## src/rtl/linear_layer_pkg.sv

```systemverilog
// Shared definitions for the Linear_Layer dataflow channels.
// Start-token type, default start-channel geometry, and an address-width helper.
package linear_layer_pkg;

    typedef logic start_tok_t;

    localparam int START_DEPTH      = 14;
    localparam int START_ADDR_WIDTH = 4;

    // Ceiling log2, floored at 1 so a tap address is never zero bits wide.
    function automatic int clog2(input int value);
        int w;
        w = 0;
        while ((1 << w) < value) w++;
        return (w < 1) ? 1 : w;
    endfunction

endpackage

```

## src/rtl/start_fifo_srl_store.sv

```systemverilog
// Uncontrolled shift-register storage: the newest entry enters slot 0 and older ones move deeper.
// The read tap is purely combinational from the registers.
module start_fifo_srl_store #(
    parameter int DATA_WIDTH = 1,
    parameter int ADDR_WIDTH = 4,
    parameter int DEPTH      = 14
) (
    input  logic                  clk,
    input  logic                  we,
    input  logic [ADDR_WIDTH-1:0] addr,
    input  logic [DATA_WIDTH-1:0] din,
    output logic [DATA_WIDTH-1:0] dout
);

    logic [DATA_WIDTH-1:0] r_srl [2**ADDR_WIDTH];

    // No reset on purpose: the contents are don't-care until count says otherwise.
    always_ff @(posedge clk) begin
        if (we) begin
            r_srl[0] <= din;
            for (int i = 1; i < DEPTH; i++) begin
                r_srl[i] <= r_srl[i-1];
            end
        end
    end

    // Slots beyond DEPTH are never reached by the tap; they are tied off so nothing floats.
    for (genvar g = DEPTH; g < 2**ADDR_WIDTH; g++) begin : g_pad
        always_ff @(posedge clk) begin
            r_srl[g] <= '0;
        end
    end

    assign dout = r_srl[addr];

endmodule

```

## src/rtl/start_fifo_srl_ctrl.sv

```systemverilog
// First-word-fall-through start-token FIFO built on a shift register.
// Holds the occupancy count and the registered empty/full flags; the head sits at tap count-1.
module start_fifo_srl_ctrl
    import linear_layer_pkg::*;
#(
    parameter int DATA_WIDTH = 1,
    parameter int ADDR_WIDTH = START_ADDR_WIDTH,
    parameter int DEPTH      = START_DEPTH
) (
    input  logic                  clk,
    input  logic                  reset_n,
    input  logic                  if_write_ce,
    input  logic                  if_write,
    input  logic [DATA_WIDTH-1:0] if_din,
    output logic                  if_full_n,
    input  logic                  if_read_ce,
    input  logic                  if_read,
    output logic [DATA_WIDTH-1:0] if_dout,
    output logic                  if_empty_n
);

    localparam logic [ADDR_WIDTH:0] LP_DEPTH_M1 = (ADDR_WIDTH+1)'(DEPTH - 1);
    localparam logic [ADDR_WIDTH:0] LP_ONE      = (ADDR_WIDTH+1)'(1);

    if (DEPTH < 2 || DEPTH > 2**ADDR_WIDTH || clog2(DEPTH) > ADDR_WIDTH) begin : g_bad_param
        $error("start_fifo_srl_ctrl: DEPTH out of range for ADDR_WIDTH");
    end

    logic [ADDR_WIDTH:0]   r_count;
    logic                  r_empty_n;
    logic                  r_full_n;

    logic                  w_wr_acc;
    logic                  w_rd_acc;
    logic [ADDR_WIDTH:0]   w_count_m1;
    logic [ADDR_WIDTH-1:0] w_addr;

    assign w_wr_acc = if_write_ce & if_write & r_full_n;
    assign w_rd_acc = if_read_ce  & if_read  & r_empty_n;

    assign w_count_m1 = r_count - LP_ONE;
    assign w_addr     = (r_count == '0) ? '0 : w_count_m1[ADDR_WIDTH-1:0];

    // Simultaneous accept: the shift moves the head one slot deeper exactly as the
    // pop would move the tap one slot shallower, so count and flags simply hold.
    always_ff @(posedge clk or negedge reset_n) begin
        if (!reset_n) begin
            r_count   <= '0;
            r_empty_n <= 1'b0;
            r_full_n  <= 1'b1;
        end else if (w_wr_acc && !w_rd_acc) begin
            r_count   <= r_count + LP_ONE;
            r_empty_n <= 1'b1;
            if (r_count == LP_DEPTH_M1) r_full_n <= 1'b0;
        end else if (w_rd_acc && !w_wr_acc) begin
            r_count  <= w_count_m1;
            r_full_n <= 1'b1;
            if (r_count == LP_ONE) r_empty_n <= 1'b0;
        end
    end

    start_fifo_srl_store #(
        .DATA_WIDTH (DATA_WIDTH),
        .ADDR_WIDTH (ADDR_WIDTH),
        .DEPTH      (DEPTH)
    ) u_store (
        .clk  (clk),
        .we   (w_wr_acc),
        .addr (w_addr),
        .din  (if_din),
        .dout (if_dout)
    );

    assign if_empty_n = r_empty_n;
    assign if_full_n  = r_full_n;

    a_count_range : assert property (@(posedge clk) disable iff (!reset_n)
        r_count <= (ADDR_WIDTH+1)'(DEPTH));
    a_flags_track : assert property (@(posedge clk) disable iff (!reset_n)
        (r_empty_n == (r_count != '0)) && (r_full_n == (r_count != (ADDR_WIDTH+1)'(DEPTH))));

endmodule

```

## config.mk

```make
export PLATFORM = sky130hd
export DESIGN_NAME = start_fifo_srl_ctrl
export DESIGN_NICKNAME = d
export VERILOG_FILES = /design/src/rtl/linear_layer_pkg.sv /design/src/rtl/start_fifo_srl_store.sv /design/src/rtl/start_fifo_srl_ctrl.sv
export SDC_FILE = /design/constraint.sdc
export NUM_CORES = 1
export LEC_CHECK = 0
export ABC_CLOCK_PERIOD_IN_PS = 5050
export BUFFER_PORTS_ARGS = -buffer_cell sky130_fd_sc_hd__buf_4
export CAP_MARGIN = 20
export CORE_MARGIN = 2
export CORE_UTILIZATION = 31
export DETAILED_ROUTE_END_ITERATION = 8
export GPL_TIMING_DRIVEN = 0
export SLEW_MARGIN = 0
export SYNTH_ARGS = -nofsm -noshare
export SYNTH_HDL_FRONTEND = slang
export SYNTH_SLANG_ARGS = --single-unit
```

## constraint.sdc

```tcl
create_clock -name clk -period 5.05 [get_ports clk]
set_input_delay 1.01 -clock clk [delete_from_list [all_inputs] [get_ports clk]]
set_output_delay 1.01 -clock clk [all_outputs]
set_load 0.1 [all_outputs]
```

# After elaboration in Yosys (flattened, before gate mapping)

Memories as Yosys holds them, arrays and structs flattened.
Cells that the tools add are included.

Register bits: 7
Output and inout port bits: 3
RAM bits: 16
Memories: 1
Input port bits: 7

Memories:

| name          | depth | bits a word | rd ports | clocked after memory_dff | write ports | RTL line                   | RTL |
|---|---|---|---|---|---|---|---|
| u_store.r_srl | 16    | 1           | 14       | 0                        | 16          | start_fifo_srl_store.sv:15 | `logic [DATA_WIDTH-1:0] r_srl [2**ADDR_WIDTH];` |

Reduce and logical (&&, ||, !) cells: 9
Eq/ne operators: 3
Bitwise operators: 4
Add/subtract/negate cells: 2
Mux-type cells: 11

Operators by type and width:

| kind                                                                    | count |
|---|---|
| 5-bit 2-to-1 mux                                                        | 2 |
| 1-bit 2-to-1 mux                                                        | 8 |
| 5-bit by 1-bit adder with 5-bit output, second input constant           | 1 |
| 5-bit by 1-bit == test with 1-bit output, second input constant         | 1 |
| 5-bit by 4-bit == test with 1-bit output, second input constant         | 1 |
| 5-bit logical NOT                                                       | 1 |
| 5-bit by 1-bit subtractor with 5-bit output, second input constant      | 1 |
| 1-bit AND                                                               | 4 |
| 4-bit 2-to-1 mux                                                        | 1 |
| 2-bit AND reduction                                                     | 2 |
| 2-bit nonzero test                                                      | 2 |
| 1-bit logical AND                                                       | 2 |
| 1-bit logical NOT                                                       | 2 |
| 2-bit by 1-bit inequality test with 1-bit output, second input constant | 1 |

# Longest topological paths before layout

Depth after elaboration: 6
Depth in mapped cells: 8
Gate-level depth less buffers: 7

# Cells and area by module

Synthesis repeated with hierarchy kept, for this count alone.

Cells, all modules: 78
Area, all modules: 1,064.8 um^2

Modules (own cells, without submodules):

| module               | sequential area each (um^2) | cells each | instances | area an instance (um^2) |
|---|---|---|---|---|
| start_fifo_srl_store | 420.4                       | 23         | 1         | 544.3 |
| start_fifo_srl_ctrl  | 176.4                       | 55         | 1         | 520.5 |

# Least setup slack after synthesis

OpenSTA, ideal clock, no wires.

Path kind: reg-to-output
From: register r_count[0]
To: output if_dout
Cell stages (with the launch flop): 8
Data arrival time: 3,004 ps
Required time: 4,040 ps
Path buffers: 1
Slack: 1,036 ps
Cells stage by stage: dfrtp_1 > inv_1 > ha_1 > clkbuf_1 > mux2i_1 > a211oi_1 > a222oi_1 > a21oi_1

Word-level cells in the longest chain between the ends: 3
Elaborated cells on any way between the ends: 4
Classes of those cells: 1 x add/sub; 1 x mux; 1 x reduce/logical; 1 x memory

RTL lines:

| what                                                                                    | RTL line                                             | RTL |
|---|---|---|
| start: declaration                                                                      | start_fifo_srl_ctrl.sv:29                            | `logic [ADDR_WIDTH:0] r_count;` |
| start signal: assignment                                                                | start_fifo_srl_ctrl.sv:52                            | `r_count <= r_count + LP_ONE;` |
| start signal: assignment                                                                | start_fifo_srl_ctrl.sv:56                            | `r_count <= w_count_m1;` |
| 5-bit by 1-bit subtractor with 5-bit output / 5-bit logical NOT (equally long branches) | start_fifo_srl_ctrl.sv:41, start_fifo_srl_ctrl.sv:42 |  |
| 4-bit 2-to-1 mux (*)                                                                    | start_fifo_srl_ctrl.sv:42                            | `assign w_addr = (r_count == '0) ? '0 : w_count_m1[ADDR_WIDTH-1:0];` |
| memory 16 x 1 bit (*)                                                                   | n/a                                                  |  |
| end: declaration                                                                        | start_fifo_srl_ctrl.sv:18                            | `output logic [DATA_WIDTH-1:0] if_dout,` |

Every way passes the cells marked *; elsewhere a longest branch is shown, timed or not.

# Worst setup path in the final report

Same ends and word-level chain as after synthesis.

==> qor.yml <==
floorplanning:
  core_um2: 3337
  ioPinCount: 10
  die_width_um: 63.12
  die-area_um2: 3984
  placementRows: 21
  fp.dieH_um: 63.12
  initial_utilization_pct: 32.47
yosys:
  yosys_register_bits: 21
  netlist_area_um2: 1084
  syn_inst: 91
  yosys_warnings: 0
  synth.distinct_cells: 29
  avgSynthCellArea_um2: 11.91
  synth_fp_nets: 103
  yosysSeqAreaShare_pct: 55.08
clocking:
  clk_latency_ps: 310
  clockRootBuffer: "clkbuf_4"
  numCtsBuffers: 3
  cts_setup_buffers: 0
  path_clk_slew_ps: 120
  clk_path_buf_depth: 2
  cts_tree: "built"
  cts_resized: 0
  htree_levels: 1
  cts.sinks: 21
  holdBufCountCts: 0
detailed_routing:
  wire_per_inst_um: 12.35
  drt_iter0_markers: 24
  drt_first_pass_iters: 4
  routed_wl_mm: 1.852
  vias: 734
  drc: 0
  ant_nets: 0
  via_per_inst: 4.893
run:
  max_cap_viol_count: 0
worst_setup_path:
  rrSetupSlack_ps: 2920
  cp_max_fo: 9
  crit_arrival_ps: 2690
  start_kind: "register"
  required_ps: 4040
  criticalPathCategory: "reg -> out"
  worst_setup_path_end_kind: "primary output"
finish:
  drive_gt1_share_pct: 21.15
  final_nets: 117
  area_growth_pct: 14.32
  fillerInstances: 344
  fin_util_pct: 37.12
  diodes: 0
placed_design:
  gp_congestion: 0.7656
  io_buffers: 9
  dp_hpwl_mm: 1.391
timing:
  max_slew_margin_pct: 63.42
  setup_viol: 0
  drv_slew: 0
  setup_tns_ps: 0
  tightest_slew_ps: 548.1
  timing.final.crit_share_pct: 73.19
  period_needed_ps: 3696
  rsz0062_at_grt: "no"
  clock_skew_ps: 2.588
  max_freq_mhz: 270.5
  fin_hold_ws_ps: 470.2
  hold_viol: 0
global_route:
  grt_overflow: 0
  antenna_found_initial: 0
  grt_pass1_vias: 753
  grt_first_pass_wirelength_mm: 3.215
  grt_max_degree: 16
  grt_use_total_pct: 10.38
pwr:
  powerDensity_nw_per_um2: 220.0
  p_leak_nw: 0.5090
  vdd_drop_max_uv: 115.1
  total_power_mw: 0.2725
outcome:
  status: "complete, no violations"
hold_path:
  min_path_type: "reg -> reg"
## synth_stat cells
library cell | instances | area share [%]
a211oi_1 | 2 | 1.4
a21oi_1 | 7 | 3.2
a221oi_1 | 1 | 0.81
a222oi_1 | 1 | 0.92
buf_4 | 1 | 0.69
buf_6 | 1 | 1.0
clkbuf_1 | 3 | 1.0
dfrtp_1 | 6 | 14
dfstp_2 | 1 | 2.4
edfxtp_1 | 14 | 39
ha_1 | 5 | 5.8
inv_1 | 6 | 2.1
mux2_2 | 2 | 2.1
mux2_4 | 1 | 1.4
mux2i_1 | 4 | 3.7
nand2_1 | 4 | 1.4
nand2b_1 | 1 | 0.58
nand3_1 | 3 | 1.4
nand4_1 | 2 | 1.2
nor2_1 | 5 | 1.7
nor2_2 | 1 | 0.58
nor2b_1 | 4 | 2.3
nor3_1 | 3 | 1.4
nor4b_4 | 1 | 2.2
o21ai_0 | 5 | 2.3
o21ba_2 | 1 | 0.92
o41ai_1 | 1 | 0.81
xnor2_1 | 2 | 1.6
xor2_1 | 3 | 2.4
## sequential cells by signal (all words and copies together) (netlist names)
register	count
if_empty_n	1
r_count	5
u_store.r_srl	14
if_full_n	1
## power breakdown
group	internal [mW]	switching [mW]	total [mW]
logic	0.00292	0.00155	0.00447
registers	0.182	0	0.182
clock network	0.0303	0.0558	0.0861
## routing by layer
layer	part of all wire, %	GRT usage (%)
met1	45	12.44
met2	45	15.82
met3	4.4	1.071
met4	5.6	10.56
met5	0	0
## layout by cell type, fill, tap and decap left out
cell type | synthesis | routed
buf_4 | 1 | 10
o41ai_1 | 1 | 1
o21ai_0 | 5 | 5
a21oi_1 | 7 | 7
dfstp_2 | 1 | 1
nor4b_4 | 1 | 1
edfxtp_1 | 14 | 14
nor2b_1 | 4 | 4
mux2_2 | 2 | 2
buf_6 | 1 | 1
clkbuf_4 | 0 | 3
nor2_2 | 1 | 1
a222oi_1 | 1 | 1
mux2i_1 | 4 | 4
inv_1 | 6 | 6
mux2_4 | 1 | 1
nand2_1 | 4 | 4
xnor2_1 | 2 | 2
nand2b_1 | 1 | 1
nand3_1 | 3 | 3
dfrtp_1 | 6 | 6
nor2_1 | 5 | 5
ha_1 | 5 | 5
nor3_1 | 3 | 3
nand4_1 | 2 | 2
a221oi_1 | 1 | 1
o21ba_2 | 1 | 1
clkinvlp_4 | 0 | 1
a211oi_1 | 2 | 2
xor2_1 | 3 | 3
clkbuf_1 | 3 | 3
## area by class of cell
cell class / count / area, um^2 / area share (%)
flip-flops and latches: 21 / 596.8 / 48.18
inverters: 6 / 22.52 / 1.818
clock buffers: 3 / 22.52 / 1.818
multi-input cells: 59 / 434.2 / 35.05
repair buffers: 9 / 67.56 / 5.455
clock inverters: 1 / 7.507 / 0.6061
well taps: 46 / 57.56 / 4.646
plain buffers: 5 / 30.03 / 2.424
## worst paths after layout
kind | from | to | depth (start not counted)
max | r_count[0] | if_dout | 8
min | u_store.r_srl[3] | u_store.r_srl[4] | 0
max reg2reg | if_full_n | r_count[3] | 7
min reg2reg | u_store.r_srl[3] | u_store.r_srl[4] | 0
max in group asynchronous | reset_n | if_full_n | 1
min in group asynchronous | reset_n | r_count[0] | 1
## critical path, stage by stage, from the launching register on
cell and delay [ps]:
dfrtp_1 550, inv_1 80, ha_1 280, nor4b_4 170, nor2_2 240, mux2_4 330
a222oi_1 340, a21oi_1 130, buf_4 250
## cell families (layout without fill, tap and decap cells)
logic type	Yosys count	count (layout)	synth area share, %
AND/OR/NAND/NOR	24	24	12.70
flip-flops	21	21	55.08
AO/OA/AOI/OAI	18	18	10.39
buffers and inverters	11	24	4.850
multiplexers	7	7	7.159
adder cells (fa/ha/maj)	5	5	5.774
XOR/XNOR	5	5	4.042
## metrics by stage
step                worst slack (ps)  instances  area, um^2
floorplan                       1036         91        1084
global placement                1743        146        1209
detailed placement              1727        146        1209
CTS                             1347        150        1239
global route                    1157        150        1239
finish                          1354        150        1239
Note: power is estimated with default switching activity, not from simulation.
